===== config.mk =====
export PLATFORM = sky130hd
export DESIGN_NAME = re_log_mul_pipe_flat
export DESIGN_NICKNAME = d
export VERILOG_FILES = /design/src/rtl/re_log_mul_pipe_if.sv /design/src/rtl/re_log_mul_pipe.sv /design/src/flat_wrapper.sv
export SDC_FILE = /design/constraint.sdc
export NUM_CORES = 1
export LEC_CHECK = 0
export CAP_MARGIN = 40
export CORE_UTILIZATION = 57
export CTS_BUF_LIST = sky130_fd_sc_hd__clkbuf_4 sky130_fd_sc_hd__clkbuf_8
export DETAILED_ROUTE_END_ITERATION = 10
export PLACE_DENSITY_LB_ADDON = 0.15
export REMOVE_ABC_BUFFERS = 1
export SLEW_MARGIN = 0
export SYNTH_ARGS = -nofsm -noshare
export SYNTH_HDL_FRONTEND = slang
export SYNTH_SLANG_ARGS = --single-unit

===== constraint.sdc =====
create_clock -name clk -period 7.5 [get_ports clk]
set_input_delay 1.5 -clock clk [delete_from_list [all_inputs] [get_ports clk]]
set_output_delay 1.5 -clock clk [all_outputs]
set_load 0.005 [all_outputs]

===== src/rtl/re_log_mul_pipe_if.sv =====
// Operand/product handshake bundle for re_log_mul_pipe.
// Operand width comes from `NUM_LENGTH (default 32).
`ifndef NUM_LENGTH
`define NUM_LENGTH 32
`endif
`ifndef K_LENGTH
`define K_LENGTH 5
`endif

interface re_log_mul_pipe_if;
  logic                     in_valid;
  logic                     in_ready;
  logic [`NUM_LENGTH-1:0]   in_a;
  logic [`NUM_LENGTH-1:0]   in_b;
  logic                     out_valid;
  logic                     out_ready;
  logic [63:0]              out_prod;
  logic                     out_zero;

  modport master (
    output in_valid, in_a, in_b, out_ready,
    input  in_ready, out_valid, out_prod, out_zero
  );

  modport slave (
    input  in_valid, in_a, in_b, out_ready,
    output in_ready, out_valid, out_prod, out_zero
  );
endinterface


===== src/rtl/re_log_mul_pipe.sv =====
// Three-stage Mitchell log multiplier: leading-one/fraction, log add, anti-log shift.
// Define RE_LOG_MUL_COMP_EN to add the no-carry bias correction in the log-add stage.
`ifndef NUM_LENGTH
`define NUM_LENGTH 32
`endif
`ifndef K_LENGTH
`define K_LENGTH 5
`endif

module re_log_mul_pipe #(
  parameter int unsigned FRAC_W = 16
) (
  input logic              clk,
  input logic              rst,
  re_log_mul_pipe_if.slave bus
);
  localparam int unsigned N  = `NUM_LENGTH;
  localparam int unsigned K  = `K_LENGTH;
  localparam int unsigned LW = FRAC_W + K + 1;

  function automatic logic [K-1:0] lod32(input logic [N-1:0] x);
    logic [K-1:0] pos;
    pos = '0;
    for (int i = 0; i < N; i++) begin
      if (x[i]) pos = K'(i);
    end
    return pos;
  endfunction

  logic adv;
  assign adv          = !bus.out_valid || bus.out_ready;
  assign bus.in_ready = adv;

  // Stage 1: leading-one position and left-aligned fraction below it
  logic [K-1:0]      ka_d, kb_d;
  logic [N-1:0]      sha, shb;
  logic [FRAC_W-1:0] fa_d, fb_d;
  logic              unused_sh;

  always_comb begin
    ka_d = lod32(bus.in_a);
    kb_d = lod32(bus.in_b);
    sha  = bus.in_a << (K'(N - 1) - ka_d);
    shb  = bus.in_b << (K'(N - 1) - kb_d);
    fa_d = sha[N-2 -: FRAC_W];
    fb_d = shb[N-2 -: FRAC_W];
  end
  assign unused_sh = ^{sha, shb};

  logic              s1_valid, s1_zero;
  logic [K-1:0]      s1_ka, s1_kb;
  logic [FRAC_W-1:0] s1_fa, s1_fb;

  // Stage 2: log-domain add
  logic [LW-1:0]     lsum;
  logic [K:0]        ksum_d;
  logic [FRAC_W-1:0] fsum_d;
`ifdef RE_LOG_MUL_COMP_EN
  localparam logic [FRAC_W:0] CompInc = {4'b0000, 1'b1, {(FRAC_W-4){1'b0}}};
  logic              lcarry;
  logic [FRAC_W:0]   fcomp;
`endif

  always_comb begin
    lsum   = {1'b0, s1_ka, s1_fa} + {1'b0, s1_kb, s1_fb};
    ksum_d = lsum[LW-1:FRAC_W];
    fsum_d = lsum[FRAC_W-1:0];
`ifdef RE_LOG_MUL_COMP_EN
    // Bit FRAC_W of the sum is ka[0]^kb[0]^carry, so the fraction carry falls out for free.
    lcarry = lsum[FRAC_W] ^ s1_ka[0] ^ s1_kb[0];
    fcomp  = {1'b0, fsum_d} + CompInc;
    if (!lcarry) fsum_d = fcomp[FRAC_W] ? '1 : fcomp[FRAC_W-1:0];
`endif
  end

  logic              s2_valid, s2_zero;
  logic [K:0]        s2_ksum;
  logic [FRAC_W-1:0] s2_fsum;

  // Stage 3: anti-log, 1.fsum scaled by 2^ksum
  logic [63+FRAC_W:0] mext, mshift;
  logic [63:0]        prod_d;
  logic               unused_mshift;

  always_comb begin
    mext   = {{63{1'b0}}, 1'b1, s2_fsum};
    mshift = mext << s2_ksum;
    prod_d = mshift[63+FRAC_W:FRAC_W];
  end
  assign unused_mshift = ^mshift;

  logic        out_valid_q, out_zero_q;
  logic [63:0] out_prod_q;

  always_ff @(posedge clk or posedge rst) begin
    if (rst) begin
      s1_valid    <= 1'b0;
      s1_zero     <= 1'b0;
      s1_ka       <= '0;
      s1_kb       <= '0;
      s1_fa       <= '0;
      s1_fb       <= '0;
      s2_valid    <= 1'b0;
      s2_zero     <= 1'b0;
      s2_ksum     <= '0;
      s2_fsum     <= '0;
      out_valid_q <= 1'b0;
      out_zero_q  <= 1'b0;
      out_prod_q  <= '0;
    end else if (adv) begin
      s1_valid    <= bus.in_valid;
      s1_zero     <= (bus.in_a == '0) || (bus.in_b == '0);
      s1_ka       <= ka_d;
      s1_kb       <= kb_d;
      s1_fa       <= fa_d;
      s1_fb       <= fb_d;
      s2_valid    <= s1_valid;
      s2_zero     <= s1_zero;
      s2_ksum     <= ksum_d;
      s2_fsum     <= fsum_d;
      out_valid_q <= s2_valid;
      out_zero_q  <= s2_zero;
      out_prod_q  <= s2_zero ? '0 : prod_d;
    end
  end

  assign bus.out_valid = out_valid_q;
  assign bus.out_zero  = out_zero_q;
  assign bus.out_prod  = out_prod_q;
endmodule


===== src/flat_wrapper.sv =====
// flat-port wrapper written by rule: the top's interface ports become plain ports
module re_log_mul_pipe_flat 
#(
  parameter int unsigned FRAC_W = 16
)
  (clk, rst, bus_in_valid, bus_in_a, bus_in_b, bus_out_ready, bus_in_ready, bus_out_valid, bus_out_prod, bus_out_zero);
  re_log_mul_pipe_if bus_i ();
  input logic clk;
  input logic rst;
  input wire logic [$bits(bus_i.in_valid)-1:0] bus_in_valid;
  input wire logic [$bits(bus_i.in_a)-1:0] bus_in_a;
  input wire logic [$bits(bus_i.in_b)-1:0] bus_in_b;
  input wire logic [$bits(bus_i.out_ready)-1:0] bus_out_ready;
  output wire logic [$bits(bus_i.in_ready)-1:0] bus_in_ready;
  output wire logic [$bits(bus_i.out_valid)-1:0] bus_out_valid;
  output wire logic [$bits(bus_i.out_prod)-1:0] bus_out_prod;
  output wire logic [$bits(bus_i.out_zero)-1:0] bus_out_zero;
  assign bus_i.in_valid = bus_in_valid;
  assign bus_i.in_a = bus_in_a;
  assign bus_i.in_b = bus_in_b;
  assign bus_i.out_ready = bus_out_ready;
  assign bus_in_ready = bus_i.in_ready;
  assign bus_out_valid = bus_i.out_valid;
  assign bus_out_prod = bus_i.out_prod;
  assign bus_out_zero = bus_i.out_zero;
  re_log_mul_pipe #(.FRAC_W(FRAC_W)) u_core (.clk(clk), .rst(rst), .bus(bus_i));
endmodule

Word-level counts from Yosys, hierarchy flattened
Index checks and enable logic that the tools add are counted.
{ "word_totals": {"output_inout_bits": 67, "elab_cells": 87, "romBits": 0, "ramBits": 0, "mem_count": 0, "regBits": 134, "inputBits": 68, "latchBits": 0} }
{ "classes": {"mul": 0, "muxes": 63, "div": 0, "n_reduce_logical": 5, "addsub": 3, "n_shift": 3, "n_eq_ne": 0, "n_lt_le_gt_ge": 0, "n_bitwise": 0} }
{ "ops": {"columns": ["cell", "count"], "rows": [
  ["5-bit two-way mux", 32],
  ["17-bit by 6-bit << shifter with 80-bit output", 1],
  ["32-bit zero test", 2],
  ["4-bit two-way mux", 16],
  ["64-bit two-way mux", 1],
  ["32-bit by 5-bit << shifter with 31-bit output", 2],
  ["3-bit two-way mux", 8],
  ["21-bit by 21-bit adder with 22-bit output", 1],
  ["5-bit subtractor, first input constant", 2],
  ["2-bit two-way mux", 4],
  ["1-bit logical OR", 2],
  ["1-bit two-way mux", 2],
  ["1-bit zero test", 1]
]} }

Depth between registers and ports, before layout
Gate-level depths: netlist of run 1.
{ "depth": {"ltp_word": 33, "mapped_depth": 13, "ltp_nobuf": 13} }

Least setup slack after synthesis of run 1
Ideal clock, no wire load.
{ "synth_timing": {"path_type": "input -> output", "from": "input port bus_out_ready", "to": "output port bus_in_ready", "path_buffers": 3, "cell_stages": 5, "required_time_ps": 6000, "setup_slack_ps": 3482, "arrival_time_ps": 2518, "cell_sequence": "nor2b_1 > clkbuf_1 > inv_2 > clkbuf_1 > clkbuf_1"} }
{ "synth_via": {"elab_chain_cells": 1} }
{ "synth_rtl": {"columns": ["item", "line_no", "rtl"], "rows": [
  ["start: declaration", "flat_wrapper.sv:13", "input wire logic [$bits(bus_i.out_ready)-1:0] bus_out_ready;"],
  ["1-bit logical OR", "re_log_mul_pipe.sv:31", "assign adv = !bus.out_valid || bus.out_ready;"],
  ["end: declaration", "flat_wrapper.sv:14", "output wire logic [$bits(bus_i.in_ready)-1:0] bus_in_ready;"]
]} }
No other way between the ends.

Final worst setup path of run 1
{ "layout_timing": {"from": "input port bus_in_b[22]", "to": "register u_core.s1_fb[14]"} }
{ "layout_via": {"elab_chain_cells": 12} }
{ "layout_rtl": {"columns": ["item", "line_no", "rtl"], "rows": [
  ["start: declaration", "flat_wrapper.sv:12", "input wire logic [$bits(bus_i.in_b)-1:0] bus_in_b;"],
  ["5-bit two-way mux (10 in a row)", "re_log_mul_pipe.sv:25", "if (x[i]) pos = K'(i);"],
  ["5-bit subtractor", "re_log_mul_pipe.sv:44", "shb = bus.in_b << (K'(N - 1) - kb_d);"],
  ["32-bit by 5-bit << shifter with 31-bit output *", "re_log_mul_pipe.sv:44", null],
  ["end signal: assignment", "re_log_mul_pipe.sv:102", "s1_fb <= '0;"],
  ["end signal: assignment", "re_log_mul_pipe.sv:116", "s1_fb <= fb_d;"],
  ["end: declaration", "re_log_mul_pipe.sv:52", "logic [FRAC_W-1:0] s1_fa, s1_fb;"]
]} }
Mark *: on every way between the ends. The rest lies on a longest branch, timed or not.
A chain may end at the register's enable or synchronous reset.

==> results of run 1 <==
-- worst register-to-register path, delay by kind of cell (launching register included) --
family                   cells  cell delay [ns]
XOR/XNOR                     1             0.18
AO/OA/AOI/OAI                6             1.67
flip-flops                   1             0.43
adder cells (fa/ha/maj)      1             0.33
AND/OR/NAND/NOR              3             0.71
-- worst max-delay path by stage --
stage / from / end / slack, ns / cells past startpoint
finish: bus_in_b[22] / u_core.s1_fb[14] / 2.70 / 12
global route: bus_in_b[11] / u_core.s1_fb[11] / 2.54 / 10
CTS: bus_in_b[22] / u_core.s1_fb[14] / 2.82 / 12
detailed placement: bus_in_b[22] / u_core.s1_fb[14] / 2.32 / 12
global placement: bus_in_b[22] / u_core.s1_fb[14] / 2.29 / 12
floorplan: bus_out_ready / bus_in_ready / -1.52 / 2
-- Yosys cell counts (all sizes together) (4+ instances only) --
library cell / instances / area [um2]
nand2: 172 / 645.6
nor2: 152 / 570.6
dfrtp: 134 / 3353
o21ai: 108 / 544.3
mux2i: 102 / 1046
a21oi: 96 / 484.2
clkbuf: 54 / 202.7
a22o: 28 / 245.2
inv: 25 / 93.84
o22ai: 23 / 143.9
ha: 21 / 262.8
mux2: 21 / 236.5
nand3: 20 / 100.1
buf: 19 / 118.9
nor3: 19 / 100.1
a31oi: 18 / 127.6
nor4: 17 / 112.6
nand2b: 15 / 93.84
o211ai: 15 / 117.6
a211oi: 14 / 105.1
nor2b: 14 / 87.58
xor2: 13 / 113.9
a221o: 11 / 110.1
a221oi: 10 / 93.84
a22oi: 8 / 65.06
o311ai: 8 / 70.07
or3: 7 / 43.79
and3: 6 / 37.54
o21a: 6 / 45.04
o221ai: 6 / 52.55
o22a: 6 / 52.55
o31ai: 6 / 45.04
and2: 5 / 31.28
mux4: 5 / 112.6
a21boi: 4 / 41.29
a21o: 4 / 30.03
o2111ai: 4 / 35.03
xnor2: 4 / 35.03
-- cell usage in the layout, fill, tap and decap left out, types with 5 or more instances in the layout --
cell             instances
o221ai_1                 6
o21ai_0                 99
o31ai_1                  6
a211oi_1                14
ha_1                    21
o22a_1                   6
nand3_1                 20
nor2_1                 152
a221oi_1                 9
o311ai_0                 7
xor2_1                  13
a22oi_1                  7
o21a_1                   6
o211ai_1                14
and2_1                   5
inv_1                   23
mux4_2                   5
mux2_2                  20
clkdlybuf4s50_1        134
nor2b_1                 13
o21ai_1                  6
nor3_1                  18
nand2b_1                15
nand2_1                172
nor4_1                  16
dfrtp_1                134
or3_1                    7
buf_4                   13
a31oi_1                 17
clkbuf_8                19
a21oi_1                 95
mux2i_1                100
a22o_1                  28
o22ai_1                 23
and3_1                   6
a221o_1                 11
-- through the flow --
step / utilization, % / hold WS (ns) / worst slack, ns / setup TNS, ns
3_3_place_gp: 67.00 / 0.4408 / 2.291 / 0
3_5_place_dp: 67.43 / 0.4561 / 2.323 / 0
5_1_grt: 69.48 / 0.4901 / 2.539 / 0
6_report: 69.48 / 0.4694 / 2.697 / 0
2_1_floorplan: - / 0.4300 / -1.516 / -38.47
4_1_cts: 69.48 / 0.4718 / 2.824 / 0
-- metal layers --
layer	up-vias	GRT usage, %	routed length [um]
li1	4821	-	-
met5	-	0	0
met3	72	5.779	1772
met2	425	57.05	14900
met1	4837	44.89	13400
met4	0	14.20	1010
-- layout make-up --
class	count	area share, %
well taps	225	2.327
clock buffers	19	2.161
multi-input cells	1015	53.69
clock inverters	13	0.7859
inverters	26	0.8272
repair buffers	151	12.50
flip-flops and latches	134	27.71
-- cell families after synthesis --
logic type,after synthesis
AOI/OAI and AO/OA,406
xor gates and xnor gates,17
adders and majority gates,22
buffers and inverters,99
DFF,134
muxes,128
and+or+nand+nor,442
-- where the power goes --
part	internal, mW	switching [mW]
clock	0.248	0.295
combinational	0.797	1.06
sequential	0.929	0.224
-- registers in the layout, indices dropped and copies added (netlist names) --
name	count
u_core.s1_fa	16
u_core.s1_fb	16
u_core.bus.out_prod	64
u_core.bus.out_zero	1
u_core.s1_kb	5
u_core.bus.out_valid	1
u_core.s1_zero	1
u_core.s2_valid	1
u_core.s2_zero	1
u_core.s2_fsum	16
u_core.s1_valid	1
u_core.s2_ksum	6
u_core.s1_ka	5
==> flow_summary.json, run 1 <==
{
  "ys_ff_latch": 134,
  "muxShareOfSynthArea_pct": 13.61,
  "ant_nets": 0,
  "fin_area_mm2": 0.01210,
  "multi_input_area_mm2": 0.006496,
  "cts_setup_buffers": 0,
  "fp.dieH_um": 136.1,
  "min-delay-path-class": "reg2reg",
  "syn-cell-area_mm2": 0.01025,
  "drive_gt1_share_pct": 7.069,
  "grt_pass1_wl_um": 49550,
  "cts-buffers-inserted": 17,
  "hold_buffers": 0,
  "critical_path.max_stage_delay_ns": 0.51,
  "status": "completed",
  "routabilityCongestion": 0.9744,
  "min_delay_path_depth": 2,
  "drc": 0,
  "cts.sinks": 134,
  "dieWidth_um": 136.1,
  "setup_violations": 0,
  "synthFlopType": "dfrtp_1",
  "ys_seq_area_share_pct": 32.70,
  "path_class": "in2reg",
  "boundaryPins": 135,
  "cts.clk_slew.worst_paths_ns": 0.08,
  "tightest_slew_ns": 0.9834,
  "nNetsFinal": 1435,
  "slew-limit-headroom_pct": 34.44,
  "worst_path_max_delay_cell": "clkdlybuf4s50_1",
  "crit_fanout": 20,
  "fp.dieArea_mm2": 0.01853,
  "place_inst": 1551,
  "finalHoldViolations": 0,
  "antenna_found_initial": 0,
  "area_growth_pct": 18.01,
  "power.density_mw_per_mm2": 293.4,
  "synth.yosys.warnings": 0,
  "synthAdderAreaFrac_pct": 2.758,
  "synthCells": 1248,
  "power.total_mw": 3.551,
  "finalClockSkew_ns": 0.01227,
  "wl_per_cell_um": 19.63,
  "synth.distinct_cells": 88,
  "rr_startpoint": "u_core.s1_fb[1]",
  "port_buffers": 134,
  "cap_viol_max_count": 0,
  "grt_util_all_layers_pct": 34.59,
  "slew_violations": 0,
  "fillers": 1439,
  "initial_core_util_pct": 58.87,
  "fin_crit_ns": 4.803,
  "synthXorXnorAreaFrac_pct": 1.452,
  "leakagePower_nw": 5.032,
  "cts-resized-gates": 0,
  "htreeDepth": 4,
  "cp_num_buf_inv": 2,
  "fin_cells": 1583,
  "rows": 48,
  "fin_crit_sh_pct": 64.03,
  "drt-total-wl_um": 31080,
  "critPathArrivalTime_ns": 5.13,
  "async_flop_share_pct": 100.0,
  "drtIter0Drc": 896,
  "hold_path_end": "u_core.s1_valid",
  "synth_top_family_by_area": "compound AO/OA/AOI/OAI gates",
  "synth_compound_area_share_pct": 26.52,
  "yosys.area_share.simple_pct": 18.88,
  "synth_edf_count": 0,
  "max_freq_mhz": 208.2,
  "reg2reg_slack_ns": 4.03,
  "coreArea_mm2": 0.01742,
  "critPathLaunchType": "primary input",
  "cts_tree": "yes",
  "vias_per_cell": 6.415,
  "vias": 10160,
  "grt_pass1_vias": 9294,
  "place_hpwl_um": 23530,
  "clock_latency_ns": 0.45,
  "hp-start": "u_core.s1_valid",
  "path_delay_family": "compound AO/OA/AOI/OAI gates",
  "worstReg2RegEnd": "u_core.s2_ksum[3]",
  "syn_area_per_cell_um2": 8.216,
  "rsz0062_at_grt": "false",
  "placed_area_mm2": 0.01174,
  "r2r_cells": 11,
  "final-seq-area_mm2": 0.003353,
  "required_ns": 7.83,
  "clock_path_buffers": 2,
  "vdd_drop_max_mv": 0.2399,
  "grt-ovfl-total": 0,
  "cts-root-buf": "clkbuf_8",
  "grt_max_degree": 90,
  "crit_chain": "clkdlybuf4s50_1 > or2_1 > nor4b_1 > o21ai_1 > o211ai_2 > buf_4 > mux2i_1 > mux2i_1 > a221oi_1 > o21ai_0 > a221oi_1 > o22ai_1",
  "diodes": 0,
  "crit_path_end_kind": "register",
  "dr.pass1.iters": 5
}
Note: power is estimated with default switching activity, not from simulation.
==> run 2, diff against run 1 <==
Clock period 7.5 ns to 4.5 ns, I/O delays scaled along.
==> run 2 against run 1 <==
  * First-iteration DRC count decreased by 0.67%
  * Sequential share of layout area down 0.37 points
  * Power rose by 67%
  * Final area is 1.4% higher
  * Die area unchanged
  * Global-route usage shrank 0.68 points
  * Cell count is 1.2% higher
  * Non-clock buffer count increased by 19
  * Via count rose by 0.85%
  * Wire length decreased by 2.6%
  * Highest routed layer unchanged
==> flow_summary.json, run 2 (same netlist as run 1, synthesis figures left out) <==
{
  "min-delay-path-class": "reg2reg",
  "dr.pass1.iters": 5,
  "fin_area_mm2": 0.01227,
  "place_hpwl_um": 23340,
  "layout_common_cells": "nand2_1 (172), nor2_1 (152), clkdlybuf4s50_1 (134), dfrtp_1 (134), mux2i_1 (100)",
  "routabilityCongestion": 0.9920,
  "grt_util_all_layers_pct": 33.91,
  "area_growth_pct": 19.62,
  "finalHoldViolations": 0,
  "slew_violations": 0,
  "required_ns": 4.85,
  "rows": 48,
  "status": "completed",
  "fin_crit_sh_pct": 82.97,
  "largest_register_ffs": 64,
  "coreArea_mm2": 0.01742,
  "vdd_drop_max_mv": 0.3212,
  "dieWidth_um": 136.1,
  "nNetsFinal": 1454,
  "fin_crit_ns": 3.734,
  "max_freq_mhz": 267.8,
  "crit_chain": "clkdlybuf4s50_1 > or4_4 > nor3_2 > o21ai_2 > a31oi_4 > buf_4 > mux2i_1 > mux2i_1 > a221oi_1 > o2111ai_1 > o21ai_0 > nor2_1",
  "clock_path_buffers": 2,
  "worst_path_max_delay_cell": "or4_4",
  "slew-limit-headroom_pct": 42.53,
  "cts_setup_buffers": 0,
  "cts_tree": "yes",
  "crit_path_end_kind": "register",
  "drc": 0,
  "antenna_found_initial": 0,
  "critPathArrivalTime_ns": 4.08,
  "fp.dieH_um": 136.1,
  "dp_slack_ns": 0.3353,
  "cts-buffers-inserted": 17,
  "path_class": "in2reg",
  "crit_top_cell": "mux2i_1",
  "cap_viol_max_count": 0,
  "ant_nets": 0,
  "hold_ws_ns": 0.4588,
  "tightest_slew_ns": 0.8621,
  "crit_fanout": 8,
  "rsz0062_at_grt": "false",
  "wl_per_cell_um": 18.89,
  "critPathLaunchType": "primary input",
  "grt_pass1_vias": 9436,
  "grt-ovfl-total": 0,
  "critical_path.max_stage_delay_ns": 0.60,
  "cts-root-buf": "clkbuf_8",
  "placed_area_mm2": 0.01190,
  "power.density_mw_per_mm2": 483.5,
  "fin_tns_setup_ns": 0,
  "hold_buffers": 0,
  "initial_core_util_pct": 58.87,
  "grt_pass1_wl_um": 49240,
  "vias_per_cell": 6.393,
  "clock_latency_ns": 0.46,
  "drive_gt1_share_pct": 8.424,
  "cts.sinks": 134,
  "drt-total-wl_um": 30260,
  "diodes": 0,
  "boundaryPins": 135,
  "htreeDepth": 4,
  "drtIter0Drc": 890,
  "port_buffers": 134,
  "cts-resized-gates": 0,
  "fin_ws_ns": 0.7663,
  "leakagePower_nw": 5.140,
  "final_common_cell": "nand2_1",
  "vias": 10240,
  "setup_violations": 0,
  "fp.dieArea_mm2": 0.01853,
  "cts.clk_slew.worst_paths_ns": 0.09,
  "finalClockSkew_ns": 0.01456,
  "grt_max_degree": 88
}
## run 2: changes by cell type in the layout (fill, tap and decap cells not counted), sizes merged
cell	delta
buf	+19
clkbuf	-2
clkinv	-5
inv	+7
## run 2: critical path: cells and delay by family
| family | cells | cell delay, ns |
|---|---|---|
| and+or+nand+nor | 3 | 0.80 |
| buffers and inverters | 2 | 0.73 |
| AOI/OAI and AO/OA | 5 | 1.19 |
| muxes | 2 | 0.47 |
## run 2: metal layers
layer / vias up / wire (um) / part of all wire (%) / GRT usage, %
li1: 4875 / - / - / -
met1: 4835 / 12880 / 43 / 43.92
met2: 439 / 14350 / 47 / 55.50
met3: 92 / 1855 / 6.1 / 6.301
met4: 0 / 1170 / 3.9 / 14.01
met5: - / 0 / 0 / 0
## run 2: final timing paths
path                                       from                    to  slack, ns  cells past startpoint
min in group asynchronous                   rst       u_core.s1_fb[4]       0.86                      2
worst max-delay path               bus_in_a[18]      u_core.s1_fa[11]       0.77                     12
max in group asynchronous                   rst     u_core.s2_ksum[5]       2.79                      3
worst min-delay path            u_core.s2_valid  u_core.bus.out_valid       0.46                      1
worst max register to register  u_core.s1_fa[1]     u_core.s2_ksum[3]       1.16                     11
worst min register to register  u_core.s2_valid  u_core.bus.out_valid       0.46                      1
## run 2: area by class of cell
class | instances | area, um2
multi-input combinational | 1015 | 6496
fill | 1427 | 5151
sequential | 134 | 3353
timing repair buffer | 170 | 1669
tap | 225 | 281.5
clock buffer | 17 | 234.0
clock inverter | 15 | 131.4
inverter | 26 | 100.1
## run 2: metrics by stage
step,power (mW),utilization (%),std cells
after global routing,6.352,70.42,1602
final,5.930,70.42,1602
after floorplan,3.830,-,1175
after global placement,4.851,68.17,1569
after CTS,5.888,70.42,1602
after detailed placement,4.935,68.33,1570
## run 2: where the power goes
part	internal (mW)	total [mW]	switching, mW
Combinational	1.35	3.09	1.75
Clock	0.403	0.949	0.546
Sequential	1.55	1.89	0.338
Total	3.30	5.93	2.63
==> run 3, diff against run 2 <==
Settings changed: CORE_UTILIZATION 57 to 52.
Clock period 4.5 ns to 3.2 ns, I/O delays scaled along.
==> run 3 against run 2 <==
  * Combinational power increased by 60%
  * Flip-flop and latch count did not move
  * Register-to-register slack got worse by 1.1 ns
  * Clock skew up 0.0016 ns
  * Count of clock-buffer cells in the layout stayed put
  * Non-clock buffer count grew 232
  * Cell count is 17% higher
  * Sequential share of layout area shrank 3.8 points
  * Critical path depth decreased by 1
  * Via count rose by 8.8%
  * Sequential power increased by 39%
  * Largest cell class unchanged
==> flow_summary.json, run 3 (same netlist as run 1, synthesis figures left out) <==
{
  "diodes": 0,
  "leakagePower_nw": 6.307,
  "cts_tree": "yes",
  "drt-total-wl_um": 33620,
  "antenna_found_initial": 0,
  "drc": 0,
  "vdd_drop_max_mv": 0.3425,
  "cts-root-buf": "clkbuf_8",
  "routabilityCongestion": 0.9811,
  "grt_pass1_wl_um": 53720,
  "cts.clk_slew.worst_paths_ns": 0.08,
  "wl_met2_um": 16350,
  "fin_crit_ns": 3.115,
  "hold_buffers": 0,
  "worst_path_max_delay_cell": "a2111oi_0",
  "cp_num_buf_inv": 2,
  "critPathArrivalTime_ns": 3.47,
  "rsz0062_at_grt": "true",
  "crit_top_cell": "mux2i_1",
  "vias": 11150,
  "slew_violations": 0,
  "drive_gt1_share_pct": 23.00,
  "route.met3.wl_um": 1743,
  "finalClockSkew_ns": 0.01615,
  "crit_chain": "clkdlybuf4s50_1 > buf_4 > nor2b_1 > o41ai_1 > nand2_1 > o21ai_2 > mux2i_1 > mux2i_1 > a2111oi_0 > o21ai_0 > o211a_1",
  "required_ns": 3.55,
  "tightest_slew_ns": 0.6410,
  "dieWidth_um": 142.4,
  "wl_met1_um": 14170,
  "fin_tns_setup_ns": 0,
  "power.density_mw_per_mm2": 621.8,
  "place_hpwl_um": 26680,
  "clock_latency_ns": 0.47,
  "htreeDepth": 4,
  "critical_path.max_stage_delay_ns": 0.45,
  "ant_nets": 0,
  "fp.dieArea_mm2": 0.02028,
  "placed_area_mm2": 0.01379,
  "port_buffers": 134,
  "grt_max_degree": 69,
  "crit_fanout": 5,
  "top_layer": "met4",
  "coreArea_mm2": 0.01902,
  "max_freq_mhz": 321.0,
  "largest_register_ffs": 64,
  "clock_path_buffers": 2,
  "dr.pass1.iters": 5,
  "rows": 50,
  "crit_path_end_kind": "register",
  "status": "completed",
  "cap_viol_max_count": 0,
  "wl_per_cell_um": 17.99,
  "min-delay-path-class": "reg2reg",
  "setup_violations": 0,
  "slew-limit-headroom_pct": 57.22,
  "fin_crit_sh_pct": 97.36,
  "cts-buffers-inserted": 17,
  "fp.dieH_um": 142.4,
  "path_class": "in2reg",
  "path_delay_family": "compound AO/OA/AOI/OAI gates",
  "nNetsFinal": 1686,
  "vias_per_cell": 5.964,
  "fin_area_mm2": 0.01425,
  "drtIter0Drc": 836,
  "final_common_cell": "buf_4",
  "boundaryPins": 135,
  "layout_common_cells": "buf_4 (256), nand2_1 (172), nor2_1 (152), clkdlybuf4s50_1 (134), dfrtp_1 (134)",
  "area_growth_pct": 39.00,
  "cts.sinks": 134,
  "grt_util_all_layers_pct": 34.00,
  "grt_pass1_vias": 10450,
  "hold_ws_ns": 0.4604,
  "grt-ovfl-total": 0,
  "initial_core_util_pct": 53.91,
  "fillers": 1510,
  "finalHoldViolations": 0,
  "critPathLaunchType": "primary input"
}
run 3: cell count changes in the layout (fill, tap and decap cells not counted), sizes merged:
cell      delta
buf        +232
clkinvlp     -1
inv          -2
clkinv       +3
run 3: worst paths after layout:
path,to,from,slack [ns],cells past startpoint
max in group asynchronous,u_core.bus.out_prod[34],rst,2.01,3
min,u_core.s2_valid,u_core.s2_valid,0.46,2
max,u_core.s1_fb[10],bus_in_b[10],0.08,11
min reg2reg,u_core.s2_valid,u_core.s2_valid,0.46,2
max reg2reg,u_core.s2_ksum[3],u_core.s1_fa[1],0.09,12
min in group asynchronous,u_core.bus.out_prod[11],rst,0.57,2
run 3: final cells by class:
cell class                      instances  area (um2)  area share [%]
Multi-Input combinational cell       1015        6596           46.28
Sequential cell                       134        3353           23.53
Tap cell                              260       325.3           2.283
Timing Repair Buffer                  402        3511           24.63
Clock buffer                           17       234.0           1.642
Inverter                               26       100.1          0.7023
Clock inverter                         15       132.6          0.9306
run 3: worst register-to-register path, stage by stage (launching register included):
cell and delay (ns):
dfrtp_1 0.42, ha_1 0.30, a211oi_1 0.26, nor2_1 0.10, or4_1 0.44, a41o_1 0.29
nand2b_1 0.15, a31oi_1 0.25, o21ai_1 0.14, o41ai_1 0.26, buf_4 0.17, xor2_1 0.14
a21oi_1 0.08
run 3: report_power, final:
group / switching, mW / internal (mW)
combinational: 2.68 / 2.25
clock: 0.740 / 0.565
sequential: 0.448 / 2.18
total: 3.87 / 5.00
run 3: metal layers:
| layer | GRT usage [%] | vias up |
|---|---|---|
| li1 | - | 5348 |
| met1 | 42.96 | 5279 |
| met2 | 57.74 | 430 |
| met3 | 4.812 | 89 |
| met4 | 15.05 | 0 |
| met5 | 0 | - |
run 3: repair_timing:
item	in CTS	in global routing
endpoints found under the setup margin	1	30
buffers inserted	0	0
pin swaps	0	3
resized for setup	1	25
run 3: through the flow:
step,worst slack (ns),power [mW],cells,util [%]
2_1_floorplan,-4.630,5.386,1175,-
3_3_place_gp,-0.3956,7.283,1836,72.34
3_5_place_dp,-0.4815,7.445,1837,72.49
4_1_cts,0.008440,8.763,1869,74.45
5_1_grt,-0.04475,9.433,1869,74.94
6_report,0.08459,8.863,1869,74.94
